**src/rtl/div_pkg.sv**
```systemverilog
// -----------------------------------------------------------------------------
// div_pkg
// Shared definitions for the sign-magnitude sequential divider.
//   DEF_MAG_W  : default magnitude width used by the divider
//   CNT_W      : iteration counter width for the default magnitude width
//   state_t    : divider FSM states (IDLE, CALC, DONE)
//   sign_norm  : clears the sign bit of a zero magnitude so no -0 is produced
// -----------------------------------------------------------------------------
package div_pkg;

    localparam int DEF_MAG_W = 2;
    localparam int CNT_W     = $clog2(DEF_MAG_W + 1);

    typedef enum logic [1:0] {
        IDLE,
        CALC,
        DONE
    } state_t;

    // A zero magnitude always carries a positive sign.
    function automatic logic sign_norm(input logic sign, input logic mag_is_zero);
        return sign & ~mag_is_zero;
    endfunction

endpackage

```
**src/rtl/div_step.sv**
```systemverilog
// -----------------------------------------------------------------------------
// div_step
// One combinational restoring-division step.
//   rem_in   : partial remainder before this step
//   bit_in   : next dividend bit (shifted in from the right)
//   divisor  : divisor magnitude
//   rem_out  : partial remainder after this step
//   q_bit    : quotient bit produced by this step
// -----------------------------------------------------------------------------
module div_step #(
    parameter int MAG_W = 2
) (
    input  logic [MAG_W-1:0] rem_in,
    input  logic             bit_in,
    input  logic [MAG_W-1:0] divisor,
    output logic [MAG_W-1:0] rem_out,
    output logic             q_bit
);

    logic [MAG_W:0]   shifted;
    logic [MAG_W+1:0] diff;

    // Shift the next dividend bit in and trial-subtract the divisor. The extra
    // top bit of diff is the borrow: when clear the difference is kept and the
    // quotient bit is 1, otherwise the shifted value is restored. Either result
    // is smaller than the divisor, so it always fits back into MAG_W bits.
    always_comb begin
        shifted = {rem_in, bit_in};
        diff    = {1'b0, shifted} - {2'b00, divisor};
        q_bit   = ~diff[MAG_W+1];
        rem_out = MAG_W'(q_bit ? diff : {1'b0, shifted});
    end

endmodule

```
**src/rtl/sm_seq_divider.sv**
```systemverilog
// -----------------------------------------------------------------------------
// sm_seq_divider
// Iterative sign-magnitude restoring divider, one quotient bit per clock.
// Operands/results are MAG_W+1 bits: MSB = sign (1 = negative), rest = magnitude.
// MAG_W must be at least 2.
//   i_clk    : clock, rising edge
//   i_rst_n  : asynchronous active-low reset
//   i_start  : request, sampled only while idle
//   i_A/i_B  : dividend / divisor
//   o_busy   : high whenever the FSM is not idle
//   o_done   : one-cycle pulse, results valid from this cycle
//   o_quot   : quotient, truncated toward zero
//   o_rem    : remainder, carries the dividend sign
//   o_Z      : quotient magnitude is zero
//   o_DZ     : divide by zero (divisor magnitude zero)
// Optional feature macro: DIV_EARLY_TERM_EN -- when defined, |A| < |B| with a
// non-zero divisor skips the iterations and finishes straight away.
// -----------------------------------------------------------------------------
module sm_seq_divider
    import div_pkg::*;
#(
    parameter int MAG_W = DEF_MAG_W
) (
    input  logic             i_clk,
    input  logic             i_rst_n,
    input  logic             i_start,
    input  logic [MAG_W:0]   i_A,
    input  logic [MAG_W:0]   i_B,
    output logic             o_busy,
    output logic             o_done,
    output logic [MAG_W:0]   o_quot,
    output logic [MAG_W:0]   o_rem,
    output logic             o_Z,
    output logic             o_DZ
);

    localparam int CNT_BITS = $clog2(MAG_W + 1);

    state_t              state;
    logic [CNT_BITS-1:0] cnt;
    logic [MAG_W-1:0]    a_mag;
    logic [MAG_W-1:0]    b_mag;
    logic                a_sign;
    logic                b_sign;
    logic [MAG_W-1:0]    prem;
    logic [MAG_W-1:0]    qbits;
    logic                dz_flag;
    logic                skip;

    logic [MAG_W-1:0]    step_rem;
    logic                step_q;
    logic [MAG_W-1:0]    a_in_mag;
    logic [MAG_W-1:0]    b_in_mag;

    assign a_in_mag = i_A[MAG_W-1:0];
    assign b_in_mag = i_B[MAG_W-1:0];

    // The dividend is consumed MSB first from the top of the a_mag shifter.
    div_step #(
        .MAG_W(MAG_W)
    ) u_step (
        .rem_in (prem),
        .bit_in (a_mag[MAG_W-1]),
        .divisor(b_mag),
        .rem_out(step_rem),
        .q_bit  (step_q)
    );

    // Main FSM with registered outputs. The shortcut routes (divide by zero and
    // the optional early termination) preload the quotient/remainder registers
    // with their final values so that DONE publishes every result the same way.
    // Those routes linger one extra cycle in DONE (skip) so their done pulse
    // lands two edges after the accepting edge; the normal route arrives in
    // DONE on its last iteration and pulses on the following edge.
    always_ff @(posedge i_clk or negedge i_rst_n) begin
        if (!i_rst_n) begin
            state   <= IDLE;
            cnt     <= '0;
            a_mag   <= '0;
            b_mag   <= '0;
            a_sign  <= 1'b0;
            b_sign  <= 1'b0;
            prem    <= '0;
            qbits   <= '0;
            dz_flag <= 1'b0;
            skip    <= 1'b0;
            o_busy  <= 1'b0;
            o_done  <= 1'b0;
            o_quot  <= '0;
            o_rem   <= '0;
            o_Z     <= 1'b0;
            o_DZ    <= 1'b0;
        end else begin
            o_done <= 1'b0;
            case (state)
                IDLE: begin
                    if (i_start) begin
                        a_sign <= i_A[MAG_W];
                        b_sign <= i_B[MAG_W];
                        b_mag  <= b_in_mag;
                        a_mag  <= a_in_mag;
                        o_busy <= 1'b1;
                        o_DZ   <= 1'b0;
                        if (b_in_mag == '0) begin
                            dz_flag <= 1'b1;
                            skip    <= 1'b1;
                            prem    <= a_in_mag;
                            qbits   <= '1;
                            state   <= DONE;
                        end
`ifdef DIV_EARLY_TERM_EN
                        else if (a_in_mag < b_in_mag) begin
                            dz_flag <= 1'b0;
                            skip    <= 1'b1;
                            prem    <= a_in_mag;
                            qbits   <= '0;
                            state   <= DONE;
                        end
`endif
                        else begin
                            dz_flag <= 1'b0;
                            skip    <= 1'b0;
                            prem    <= '0;
                            qbits   <= '0;
                            cnt     <= CNT_BITS'(MAG_W - 1);
                            state   <= CALC;
                        end
                    end
                end
                CALC: begin
                    prem  <= step_rem;
                    qbits <= {qbits[MAG_W-2:0], step_q};
                    a_mag <= a_mag << 1;
                    if (cnt == '0) begin
                        state <= DONE;
                    end else begin
                        cnt <= cnt - CNT_BITS'(1);
                    end
                end
                DONE: begin
                    if (skip) begin
                        skip <= 1'b0;
                    end else begin
                        state  <= IDLE;
                        o_busy <= 1'b0;
                        o_done <= 1'b1;
                        o_quot <= {sign_norm(a_sign ^ b_sign, qbits == '0), qbits};
                        o_rem  <= {sign_norm(a_sign, prem == '0), prem};
                        o_Z    <= (qbits == '0);
                        o_DZ   <= dz_flag;
                    end
                end
                default: begin
                    state <= IDLE;
                end
            endcase
        end
    end

endmodule

```
**config.mk**
```make
export PLATFORM = sky130hd
export DESIGN_NAME = sm_seq_divider
export DESIGN_NICKNAME = d
export VERILOG_FILES = /design/src/rtl/div_pkg.sv /design/src/rtl/div_step.sv /design/src/rtl/sm_seq_divider.sv
export SDC_FILE = /design/constraint.sdc
export NUM_CORES = 1
export LEC_CHECK = 0
export CELL_PAD_IN_SITES_DETAIL_PLACEMENT = 1
export CELL_PAD_IN_SITES_GLOBAL_PLACEMENT = 2
export CORE_ASPECT_RATIO = 0.8
export CORE_UTILIZATION = 33
export CTS_CLUSTER_DIAMETER = 200
export CTS_CLUSTER_SIZE = 12
export DETAILED_ROUTE_END_ITERATION = 10
export PLACE_DENSITY = 0.77
export SLEW_MARGIN = 10
export SYNTH_ARGS = -nofsm -noshare
export SYNTH_HDL_FRONTEND = slang
export SYNTH_SLANG_ARGS = --single-unit
```
**constraint.sdc**
```tcl
create_clock -name i_clk -period 1.98 [get_ports i_clk]
set_input_delay 0.396 -clock i_clk [delete_from_list [all_inputs] [get_ports i_clk]]
set_output_delay 0.396 -clock i_clk [all_outputs]
set_load 0.005 [all_outputs]
```
* Yosys cells after proc, flatten, opt, wreduce, memory -nomap -nowiden
Index checks and enable logic that the tools add are counted.
Operators by class: add/sub/neg operators 2, reductions and logical operators 14, equal/unequal tests 7, bitwise operators 7, mux-type cells 29
Operators with widths (number):
- two-way mux 2 bit | 13
- one-hot mux 2 bit (2 select lines) | 4
- logical NOT 2 bit | 5
- != test 2 bit (second input constant) | 5
- two-way mux 1 bit | 8
- AND reduction 2 bit | 4
- one-hot mux 1 bit (2 select lines) | 3
- one-hot mux 2 bit (3 select lines) | 1
- AND reduction 3 bit | 2
- NOT 1 bit | 4
- AND reduction 4 bit | 1
- nonzero test 2 bit | 2
- subtractor 3 x 2 -> 4 bit | 1
- bitwise AND 1 bit | 2
- equality test 2 x 1 -> 1 bit (second input constant) | 1
- equality test 2 bit (second input constant) | 1
- subtractor 2 x 1 -> 2 bit (second input constant) | 1
- XOR 1 bit | 1
Word-level totals: logic and storage cells 75, output and inout bits 10, bits of input ports 9, register bits 26

* Longest topological paths before layout
Gate-level depths: netlist of run 1.
word-level depth 4, gate-level depth with buffers 6, depth with buffers taken out 6

* By module
A second synthesis of run 1 with hierarchy kept.
Unflattened totals: cell total of the unflattened synthesis 117, area, all modules 1258.7 um^2
By module, submodules not included:
- sm_seq_divider | cells an instance 106, seq. area each 650.6 um^2, area an instance 1164.9 um^2, instances 1
- div_step | cells an instance 11, seq. area each 0.0 um^2, area an instance 93.8 um^2, instances 1

* Worst setup path after synthesis of run 1
No wires, ideal clock.
path type flip-flop to flip-flop, from register prem[0], to register prem[1], required time 1.855 ns, setup slack 0.597 ns, arrival time 1.259 ns, stages on the path, launching flop included 5, library setup time 0.125 ns, period minus slack after synthesis 1.383 ns, buffers on the path 0, cell sequence dfrtp_1 -> ha_1 -> or3b_1 -> a31oi_1 -> a21oi_1
Between the ends: cells in the longest elaborated chain, start to end 3
Ends and longest elaborated chain:
- start, declared | line sm_seq_divider.sv:45 | logic [MAG_W-1:0] prem;
- start signal, assigned | line sm_seq_divider.sv:107 | prem <= a_in_mag;
- start signal, assigned | line sm_seq_divider.sv:131 | prem <= step_rem;
- subtractor 3 x 2 -> 4 bit | line div_step.sv:29 | diff = {1'b0, shifted} - {2'b00, divisor};
- two-way mux 2 bit (*) | line div_step.sv:31 | rem_out = MAG_W'(q_bit ? diff : {1'b0, shifted});
- one-hot mux 2 bit (2 select lines) (*) | line sm_seq_divider.sv:95 | case (state)
Mark *: on every way between the ends. The rest lies on a longest branch, timed or not. A chain may end at the register's enable or synchronous reset.

* Worst setup path after layout of run 1
from input port i_start, to register cnt[0]
Between the ends: cells in the longest elaborated chain, start to end 2
Ends and longest elaborated chain:
- start, declared | line sm_seq_divider.sv:26 | input logic i_start,
- != test 2 bit (no source line)
- AND reduction 4 bit (no source line)
- end signal, assigned | line sm_seq_divider.sv:125 | cnt <= CNT_BITS'(MAG_W - 1);
- end signal, assigned | line sm_seq_divider.sv:137 | cnt <= cnt - CNT_BITS'(1);
- end, declared | line sm_seq_divider.sv:40 | logic [CNT_BITS-1:0] cnt;
Every way passes these cells.

==> metrics.txt, run 1 <==
post_cts resized 0; Worst R2R Path Depth 5; Detail Placement HPWL 2050 microns; Layout Cells excl Fill 181; Final TNS setup 0 ns; CP startpoint i_start; io pins 19; worst min path class primary input to async pin; crit path time final 1.61 ns; unrepaired setup endpoints after global routing false; Initial DRC Count 33; Max stage delay on crit path 0.48 ns; FILL cells 390; Via Count 929; final WL 2780 microns; Crit Path Class primary input to flop; CTS Root Cell clkbuf_8; final hold violation count 0; CP Cell Sequence clkdlybuf4s50_1, buf_4, nand2b_1, nor2_1, o21a_1, mux2i_1; Post-synth EDFFs 0; #FFs+latches synth 26; RR Endpoint cnt[0]$_DFFE_PN0P_; M1 GR Usage 0.210; # diodes 0; CTS max path bufs 2; slowest CP cell clkdlybuf4s50_1; initial antenna violation count 0; Arr. time, crit path 1.80 ns; maxcap violations 0; YS warnings 0; status complete, no violations; hold_ws 0.488 ns; final antenna-violating net count 0; IO buf count 18; syn nets 127; Worst Skew 0.00657 ns; drt drc 0; Mapped Area 0.00120 sq mm; Routed wire per std cell 15.3 microns; Slew @ Worst Pin 0.430 ns; Leakage 0.661 nW; Peak supply drop 503 uV; CP bufs+invs 2; main flop type after synthesis dfrtp_1; Worst Setup End Kind flop; setup violation total in the final timing report 0; library cells used by synthesis 27; f_max 0.620 GHz; r2r setup slk 0.40 ns; Pre-antenna DRT Iters 4; register area 651 sq um; max_slew headroom 0.711; Final Slew Violations 0; layout cell share with drive strength beyond 1 0.122; area occupied by multi-input gates 487 sq um; DIE AREA 0.00387 sq mm; Sink Count 26; Gate Count Post-Synth 115; CP top delay family buffers and inverters; Setup Fix Bufs, Post-CTS 0; vias in the first global route 968; Nets 153; CTS clk-pin slew, worst paths 0.09 ns; launch point of the worst reg-to-reg path state[0]$_DFFE_PN0P_; CTS tree built; Async S/R FF share, synth 1.00; Core Rows 19; grt total ovfl 0; CP Launch Type primary input; CP Max Fanout 6; PwrDens 1530 mW/mm^2; CTS Buf Count 3; Die Wd 69.3 microns; H-tree levels 1; Total GRT Usage 0.155; met2 usage 0.255; Clock Latency Late Sink 0.27 ns; met3 GRT Util 0.0435; CTS Hold Bufs 0; CP required 2.17 ns; Final Cycle Share 0.814; Final GP Congestion 0.809; first-pass GRT wire length 4720 microns; die height 55.9 microns; largest net degree at the start of global routing 27; Syn Area/Cell 10.4 sq um; core area 0.00345 sq mm; register area share after synthesis 0.544; gr busiest metal met2; Starting Density 0.347; area grow syn2layout 25.2%; DP Cell Count 178; vias per cell 5.13
[cells in the final DEF (no fill, tap or decap), drive strengths merged, types with 2 or more instances in the layout]
cell type and instances:
buf 7, dfrtp 26, or3b 2, nor2b 2
inv 9, nand3b 2, nand2b 2, a21oi 7
o21ai 16, and3 2, o22ai 2, clkbuf 3
ha 3, a31oi 4, clkdlybuf4s50 18, mux2 6
nor2 10, nand2 8
[cells in the mapped netlist (2+ instances only)]
library cell  number  share of area
o22ai_1            2          0.010
o21ai_0           16          0.067
ha_1               3          0.031
nand2b_1           2          0.010
nor2b_1            2          0.010
dfrtp_1           26           0.54
mux2_2             6          0.056
buf_4              2          0.013
nand3b_1           2          0.013
buf_2              2         0.0084
nand2_1            8          0.025
a31oi_1            4          0.021
a21oi_1            7          0.029
inv_1              9          0.028
and3_1             2          0.010
or3b_1             2          0.015
nor2_1            10          0.031
[final cells by class]
type | count | share of cell area
sequential | 26 | 0.434
multi-input combinational | 76 | 0.325
timing repair buffer | 25 | 0.155
tap | 42 | 0.0351
clock buffer | 3 | 0.0276
inverter | 9 | 0.0226
[registers in the layout (all words and copies together), names as in the netlist, 2 cells and up]
register / cells
a_mag: 2
qbits: 2
b_mag: 2
prem: 2
cnt: 2
o_quot: 3
o_rem: 3
state: 2
[where the power goes]
group / total [W] / leakage, nW / switching (W) / internal (W)
combinational: 0.00102 / 0.318 / 0.000486 / 0.000533
sequential: 0.000965 / 0.321 / 0.000192 / 0.000773
clock: 0.000301 / 0.0216 / 0.000165 / 0.000136
[logic make-up after synthesis]
kind of cell	share of synthesized area
AO/OA/AOI/OAI	0.160
XOR/XNOR	0.00732
adder cells (fa/ha/maj)	0.0314
buffers and inverters	0.0492
flip-flops	0.544
multiplexers	0.0648
AND/OR/NAND/NOR	0.143
[routing by layer]
metal	part of all wire	wire, microns
met4	0.0065	18
met5	0	0
met3	0.028	79
met1	0.50	1380
met2	0.47	1300
[worst register-to-register path, stage by stage (launching register included)]
cell and delay [ns]:
dfrtp_1 0.44, buf_4 0.21, nand2b_1 0.19, nor2_1 0.20, o21a_1 0.23, mux2i_1 0.24
[per-stage QoR]
| stage | util | setup slack [ns] | power [W] | cell area (sq um) |
|---|---|---|---|---|
| after floorplan | - | 0.597 | 0.00157 | 1200 |
| after global placement | 0.423 | 0.178 | 0.00195 | 1460 |
| after detailed placement | 0.423 | 0.0901 | 0.00200 | 1460 |
| after CTS | 0.434 | 0.364 | 0.00231 | 1500 |
| after global routing | 0.434 | 0.332 | 0.00247 | 1500 |
| final | 0.434 | 0.367 | 0.00229 | 1500 |
[how the worst max path moves through the flow]
stage	cells after the start	end
2_1_floorplan	4	prem[1]$_DFFE_PN0P_
3_3_place_gp	6	cnt[0]$_DFFE_PN0P_
3_5_place_dp	6	cnt[0]$_DFFE_PN0P_
4_1_cts	6	cnt[0]$_DFFE_PN0P_
5_1_grt	6	cnt[0]$_DFFE_PN0P_
6_report	6	cnt[0]$_DFFE_PN0P_
Power figures use the tool's default switching activity.
==> inputs of run 2 (changes only) <==
--- a/config.mk
+++ b/config.mk
@@ -8,11 +8,11 @@
 export CELL_PAD_IN_SITES_DETAIL_PLACEMENT = 1
 export CELL_PAD_IN_SITES_GLOBAL_PLACEMENT = 2
 export CORE_ASPECT_RATIO = 0.8
-export CORE_UTILIZATION = 33
+export CORE_UTILIZATION = 30
 export CTS_CLUSTER_DIAMETER = 200
 export CTS_CLUSTER_SIZE = 12
 export DETAILED_ROUTE_END_ITERATION = 10
-export PLACE_DENSITY = 0.77
+export PLACE_DENSITY = 0.74
 export SLEW_MARGIN = 10
 export SYNTH_ARGS = -nofsm -noshare
 export SYNTH_HDL_FRONTEND = slang
==> constraint.sdc (replaced) <==
create_clock -name i_clk -period 1.35 [get_ports i_clk]
set_input_delay 0.27 -clock i_clk [delete_from_list [all_inputs] [get_ports i_clk]]
set_output_delay 0.27 -clock i_clk [all_outputs]
set_load 0.005 [all_outputs]
==> run 2 against run 1 <==
Effect of this change:
- the flow now finishes with violations (negative setup slack)
- largest cell class unchanged
- core utilization grew 5.0 points
- via count rose by 12%
- largest power group unchanged
- die area grew 9.7%
- critical path type unchanged
- sequential share of layout area decreased by 8.0 points
==> metrics.txt, run 2 (synthesis results as in run 1) <==
initial antenna violation count 0 (unchanged); pre-CTS setup slack -0.364 ns (-0.454 ns); first-pass GRT wire length 5440 microns (+15%); grt total ovfl 0 (unchanged); layout cell share with drive strength beyond 1 0.355 (+0.233); status finished with violations; Initial DRC Count 37 (+12%); H-tree levels 1 (unchanged); core area 0.00380 sq mm (+10%); CTS Hold Bufs 0 (unchanged); Core Rows 20 (+1); setup violation total in the final timing report 6 (+6); Worst R2R Path Depth 6 (+1); Peak supply drop 952 uV (+89%); r2r setup slk -0.06 ns (-0.46 ns); CTS clk-pin slew, worst paths 0.09 ns (about the same); IO buf count 18 (unchanged); Detail Placement HPWL 2440 microns (+19%); vias in the first global route 1102 (+14%); RR Endpoint prem[1]$_DFFE_PN0P_; Routed wire per std cell 15.4 microns (+0.41%); Starting Density 0.314 (-0.0325); unrepaired setup endpoints after global routing true; f_max 0.701 GHz; final setup margin -0.0756 ns (-0.443 ns); Total GRT Usage 0.171 (+0.0166); crit path time final 1.43 ns; CTS Buf Count 3 (unchanged); Nets 179 (+17%); leading cell types in the layout, fill and taps excluded buf_4 (28), dfrtp_1 (25), o21ai_0 (14), dlygate4sd2_1 (11); post-route cell area 0.00184 sq mm (+23%); Via Count 1040 (+12%); Largest regs o_quot x3, o_rem x3; area grow syn2layout 54.0%; Final Cycle Share 1.06; Sink Count 26 (unchanged); final WL 3400 microns (+23%); Leakage 0.861 nW (+30%); # diodes 0 (unchanged); DIE AREA 0.00425 sq mm (+9.7%); Clock Latency Late Sink 0.27 ns (about the same); Pre-antenna DRT Iters 4 (unchanged); max_slew headroom 0.790 (+0.0793); CTS tree built; final antenna-violating net count 0 (unchanged); final core occ 0.484 (+0.0497); PwrDens 2330 mW/mm^2 (+53%); die height 58.5 microns (+4.7%); CTS max path bufs 2 (unchanged); Tot Pwr 0.00430 W (+88%); CP Max Fanout 2 (-4); Die Wd 72.6 microns (+4.7%); Final TNS setup -0.155 ns (-0.155 ns); Arr. time, crit path 1.62 ns (-0.18 ns); CP required 1.55 ns (-0.62 ns); maxcap violations 0 (unchanged); final hold violation count 0 (unchanged); CP Launch Type primary input; Slew @ Worst Pin 0.313 ns (-0.117 ns); failing checks negative setup slack; launch point of the worst reg-to-reg path b_mag[1]$_DFFE_PN0P_; Post-DP Area 0.00161 sq mm (+10%); Final Slew Violations 0 (unchanged); Crit Path Class primary input to flop; vias per cell 4.71 (-8.3%); Worst Setup End Kind flop; most common cell after layout, fill and taps aside buf_4; Final GP Congestion 0.795 (-1.7%); drt drc 0 (unchanged); Worst Skew 0.00257 ns (-0.00400 ns); CTS Root Cell clkbuf_8; largest net degree at the start of global routing 27 (unchanged); FILL cells 436 (+12%); worst min path class primary input to async pin; io pins 19 (unchanged)
-- run 2: cell count changes in the layout (fill, tap and decap cells not counted), moves of 3 or more --
cell             delta
dlygate4sd2_1      +11
mux2_2              -3
inv_2               +3
inv_1               -4
clkdlybuf4s50_1    -11
nor2_1              -3
buf_6               +3
buf_4              +21
mux2_4              +3
-- run 2: repair_timing --
item                       CTS  global route
buffers inserted             7             3
setup endpoints to repair   20            17
gates resized for setup     16            20
pin swaps                    3             6
-- run 2: area by class of cell --
class	instances	area, sq um	share of cell area
clock inverter	1	30.0	0.0163
clock buffer	3	41.3	0.0224
timing repair buffer	51	450	0.245
multi-input combinational	76	562	0.305
inverter	9	37.5	0.0204
tap	55	68.8	0.0374
sequential	26	652	0.354
-- run 2: per-layer routing --
metal	global-route usage	wire length, microns	vias to the layer above
li1	-	-	502
met1	0.219	1510	504
met2	0.295	1670	30
met3	0.0377	165	4
met4	0.0476	53	0
met5	0	0	-
-- run 2: power by group --
part | switching [W] | total, W | internal (W)
Sequential | 0.000229 | 0.00137 | 0.00114
Clock | 0.000255 | 0.000652 | 0.000397
Combinational | 0.00102 | 0.00228 | 0.00126
Total | 0.00151 | 0.00430 | 0.00279
-- run 2: worst max path at each step --
stage	start	endpoint	slack (ns)
2_1_floorplan	prem[0]$_DFFE_PN0P_	prem[1]$_DFFE_PN0P_	0.005
3_3_place_gp	i_start	b_mag[0]$_DFFE_PN0P_	-0.27
3_5_place_dp	i_start	cnt[0]$_DFFE_PN0P_	-0.36
4_1_cts	b_mag[1]$_DFFE_PN0P_	prem[1]$_DFFE_PN0P_	-0.05
5_1_grt	b_mag[1]$_DFFE_PN0P_	prem[1]$_DFFE_PN0P_	-0.12
6_report	i_A[1]	prem[1]$_DFFE_PN0P_	-0.08
-- run 2: critical path: stages --
cell	delay (ns)
clkdlybuf4s50_1	0.50
or3b_1	0.40
o21ai_0	0.23
a21oi_1	0.11
a21oi_1	0.13
-- run 2: through the flow --
| stage | instances | hold slack [ns] |
|---|---|---|
| floorplan | 115 | -0.0256 |
| global placement | 207 | 0.458 |
| detailed placement | 207 | 0.470 |
| CTS | 218 | 0.340 |
| global route | 221 | 0.344 |
| finish | 221 | 0.343 |
==> variant, RTL diff (flow settings as in run 2) <==
Set the package constant `DEF_MAG_W` to 4 (it was 2).
--- a/src/rtl/div_pkg.sv
+++ b/src/rtl/div_pkg.sv
@@ -8,7 +8,7 @@
 // -----------------------------------------------------------------------------
 package div_pkg;
 
-    localparam int DEF_MAG_W = 2;
+    localparam int DEF_MAG_W = 4;
     localparam int CNT_W     = $clog2(DEF_MAG_W + 1);
 
     typedef enum logic [1:0] {
Interface: changed (resized i_A, i_B, o_quot and o_rem); port bits go from 19 to 27. No check against the original RTL was run, so the function may have changed too.
==> variant against run 2 <==
  * The run still ends with setup timing left
  * Sequential cell count grew 13
  * Maximum frequency shrank 7.4%
  * Sequential power grew 47%
  * Final area grew 52%
  * Routed wire length grew 45%
  * Total power grew 59%
  * Worst setup slack lost 110 ps
  * Area after synthesis grew 55%
  * Critical path type is now reg2reg
  * Highest routed layer unchanged
==> variant: results (changes against run 2) <==
----------------------------------------------------
[STA]
  Setup TNS ... -799.4 ps (was -155.1 ps)
  Worst slew pin tran ... 404.6 ps (was 313.3 ps)
  Post-route setup slack ... -190.3 ps (was -75.64 ps)
  Worst-case clock skew ... 6.974 ps (was 2.570 ps)
  Number of endpoints failing setup at the final stage ... 5 (was 6)

[Place]
  DP Wirelength ... 3.413 mm (was 2.437 mm)
  Placement-stage worst setup slack ... -465.7 ps (was -364.0 ps)
  IO buf count ... 26 (was 18)
  Gpl congestion ... 0.7520 (was 0.7951)

[Routing]
  Post-DR wirelength/cell ... 14.13 um (was 15.39 um)
  Iteration-0 DRC count of the detailed router ... 59 (was 37)
  TritonRoute pass-1 iters ... 4 (unchanged)
  Vias per cell ... 4.651 (was 4.706)
  Final WL ... 4.944 mm (was 3.402 mm)

[Layout]
  Layout Nets ... 288 (was 179)
  Biggest registers after layout ... o_quot: 5 flops, o_rem: 5 flops (was o_quot: 3 flops, o_rem: 3 flops)
  Share of cells above drive strength 1 ... 33.09% (was 35.54%)
  Fill cell total of the finished layout ... 674 (was 436)

[Logic synthesis]
  Top cell types by occurrence after synthesis ... 48 x sky130_fd_sc_hd__nand2_1, 39 x sky130_fd_sc_hd__dfrtp_1, 16 x sky130_fd_sc_hd__nor2_1 (was 26 x sky130_fd_sc_hd__dfrtp_1, 16 x sky130_fd_sc_hd__o21ai_0, 10 x sky130_fd_sc_hd__nor2_1)
  Post-Synthesis Net Count ... 216 (was 127)
  Number of unique standard cell types used by synthesis ... 39 (was 27)
  Cells after Synth ... 196 (was 115)
  Top cells by area, synth ... sky130_fd_sc_hd__dfrtp_1 53%, sky130_fd_sc_hd__nand2_1 9.7%, sky130_fd_sc_hd__ha_1 4.0% (was sky130_fd_sc_hd__dfrtp_1 54%, sky130_fd_sc_hd__o21ai_0 6.7%, sky130_fd_sc_hd__mux2_2 5.6%)
  Register area share after synthesis ... 52.53% (was 54.39%)

[Global routing]
  Met1 Use GR ... 20.18% (was 21.85%)
  Global-route wire length before repair ... 8.038 mm (was 5.444 mm)
  Met3 Track Usage GR ... 3.459% (was 3.767%)
  Pin count of the biggest net entering global routing ... 25 (was 27)
  Grt met2 use ... 28.46% (was 29.51%)
  Global-route total usage across every layer ... 15.94% (was 17.15%)
  Via count of the first global-routing pass ... 1666 (was 1102)

[Critical path]
  FF-to-FF setup slack ... -190 ps (was -60 ps)
  CP max FO ... 3 (was 2)

[Clock tree]
  Num CTS Buffers ... 5 (was 3)
  Htree depth ... 2 (was 1)
  Clock insertion delay at the later pin of the skew report ... 290 ps (was 270 ps)

[Min path]
  Class of the most critical hold timing path ... in2reg (was in2async)

[Power and ir drop]
  Leakage power ... 1.351 nW (was 0.8613 nW)
  Switching pwr ... 2.519 mW (was 1.506 mW)
  Largest voltage drop on the vdd net ... 984.5 uV (was 951.9 uV)

[Outcome]
  Violations in the final reports ... setup timing (unchanged)
  Outcome ... finished, violations left (unchanged)

----------------------------------------------------
==> variant: cell types whose count changed after synthesis, sizes merged, moves of 4 or more <==
cell / before / now
nor2: 10 / 18
dfrtp: 26 / 39
nand2: 8 / 48
a21oi: 7 / 12
nand3: 0 / 4
==> variant: cells by family after synthesis <==
family	synth area share, %
compound gates	14.68
flops	52.53
buf+inv	4.445
xor+xnor	0.9429
fa+ha+maj	5.118
mux	1.818
simple gates	20.47
==> variant: cell type report <==
class                   count  area (sq um)  share of cell area, %
flip-flops and latches     39         977.2                  35.01
inverters                  12         45.04                  1.614
repair buffers             72         596.8                  21.38
clock inverters             2         60.06                  2.151
well taps                  81         101.3                  3.631
clock buffers               6         72.57                  2.600
multi-input cells         138         938.4                  33.62
==> variant: worst paths after layout <==
path	from	cells past startpoint	endpoint
setup / recovery	a_mag[3]	7	prem[0]
hold / removal	i_B[2]	3	b_mag[2]
setup reg to reg	a_mag[3]	7	prem[0]
hold reg to reg	o_quot[2]	2	o_quot[2]
max in group asynchronous	i_rst_n	3	a_mag[0]
min in group asynchronous	i_rst_n	2	o_quot[4]
==> variant: critical path, cell delays in order, from the launching register on <==
cell                       delay [ps]
sky130_fd_sc_hd__dfrtp_1          370
sky130_fd_sc_hd__inv_2             70
sky130_fd_sc_hd__ha_4             160
sky130_fd_sc_hd__nand2b_1         180
sky130_fd_sc_hd__a21oi_2          220
sky130_fd_sc_hd__nor3_2            80
sky130_fd_sc_hd__o311a_1          310
sky130_fd_sc_hd__o31ai_2           60
==> variant: power by group through the flow <==
| stage | Clock (mW) | Combinational (mW) | Sequential [mW] |
|---|---|---|---|
| floorplan | 0 | 1.65 | 1.98 |
| global placement | 0 | 2.99 | 2.00 |
| global route | 1.24 | 4.09 | 2.09 |
| finish | 1.16 | 3.67 | 2.01 |
| detailed placement | 0 | 3.06 | 2.02 |
| CTS | 1.20 | 3.19 | 2.01 |
==> variant: routing by layer <==
metal  share of wire [%]  vias up
li1                    -      806
met1                  46      798
met2                  50       22
met3                 3.5        2
met4                0.38        0
met5                   0        -
==> variant: timing repair <==
action / in CTS / in global routing
gates cloned: 0 / 1
setup buffers: 4 / 8
hold buffers: 1 / 0
endpoints found under the setup margin: 41 / 25
endpoints found under the hold margin: 15 / 0
resized for setup: 30 / 25
pin swaps: 3 / 6
==> variant: per-stage QoR <==
stage | hold slack, ps | area [sq um]
2_1_floorplan | -25.59 | 1873
6_report | 393.4 | 2791
4_1_cts | 382.2 | 2634
3_3_place_gp | 222.8 | 2445
5_1_grt | 402.1 | 2791
3_5_place_dp | 220.8 | 2445
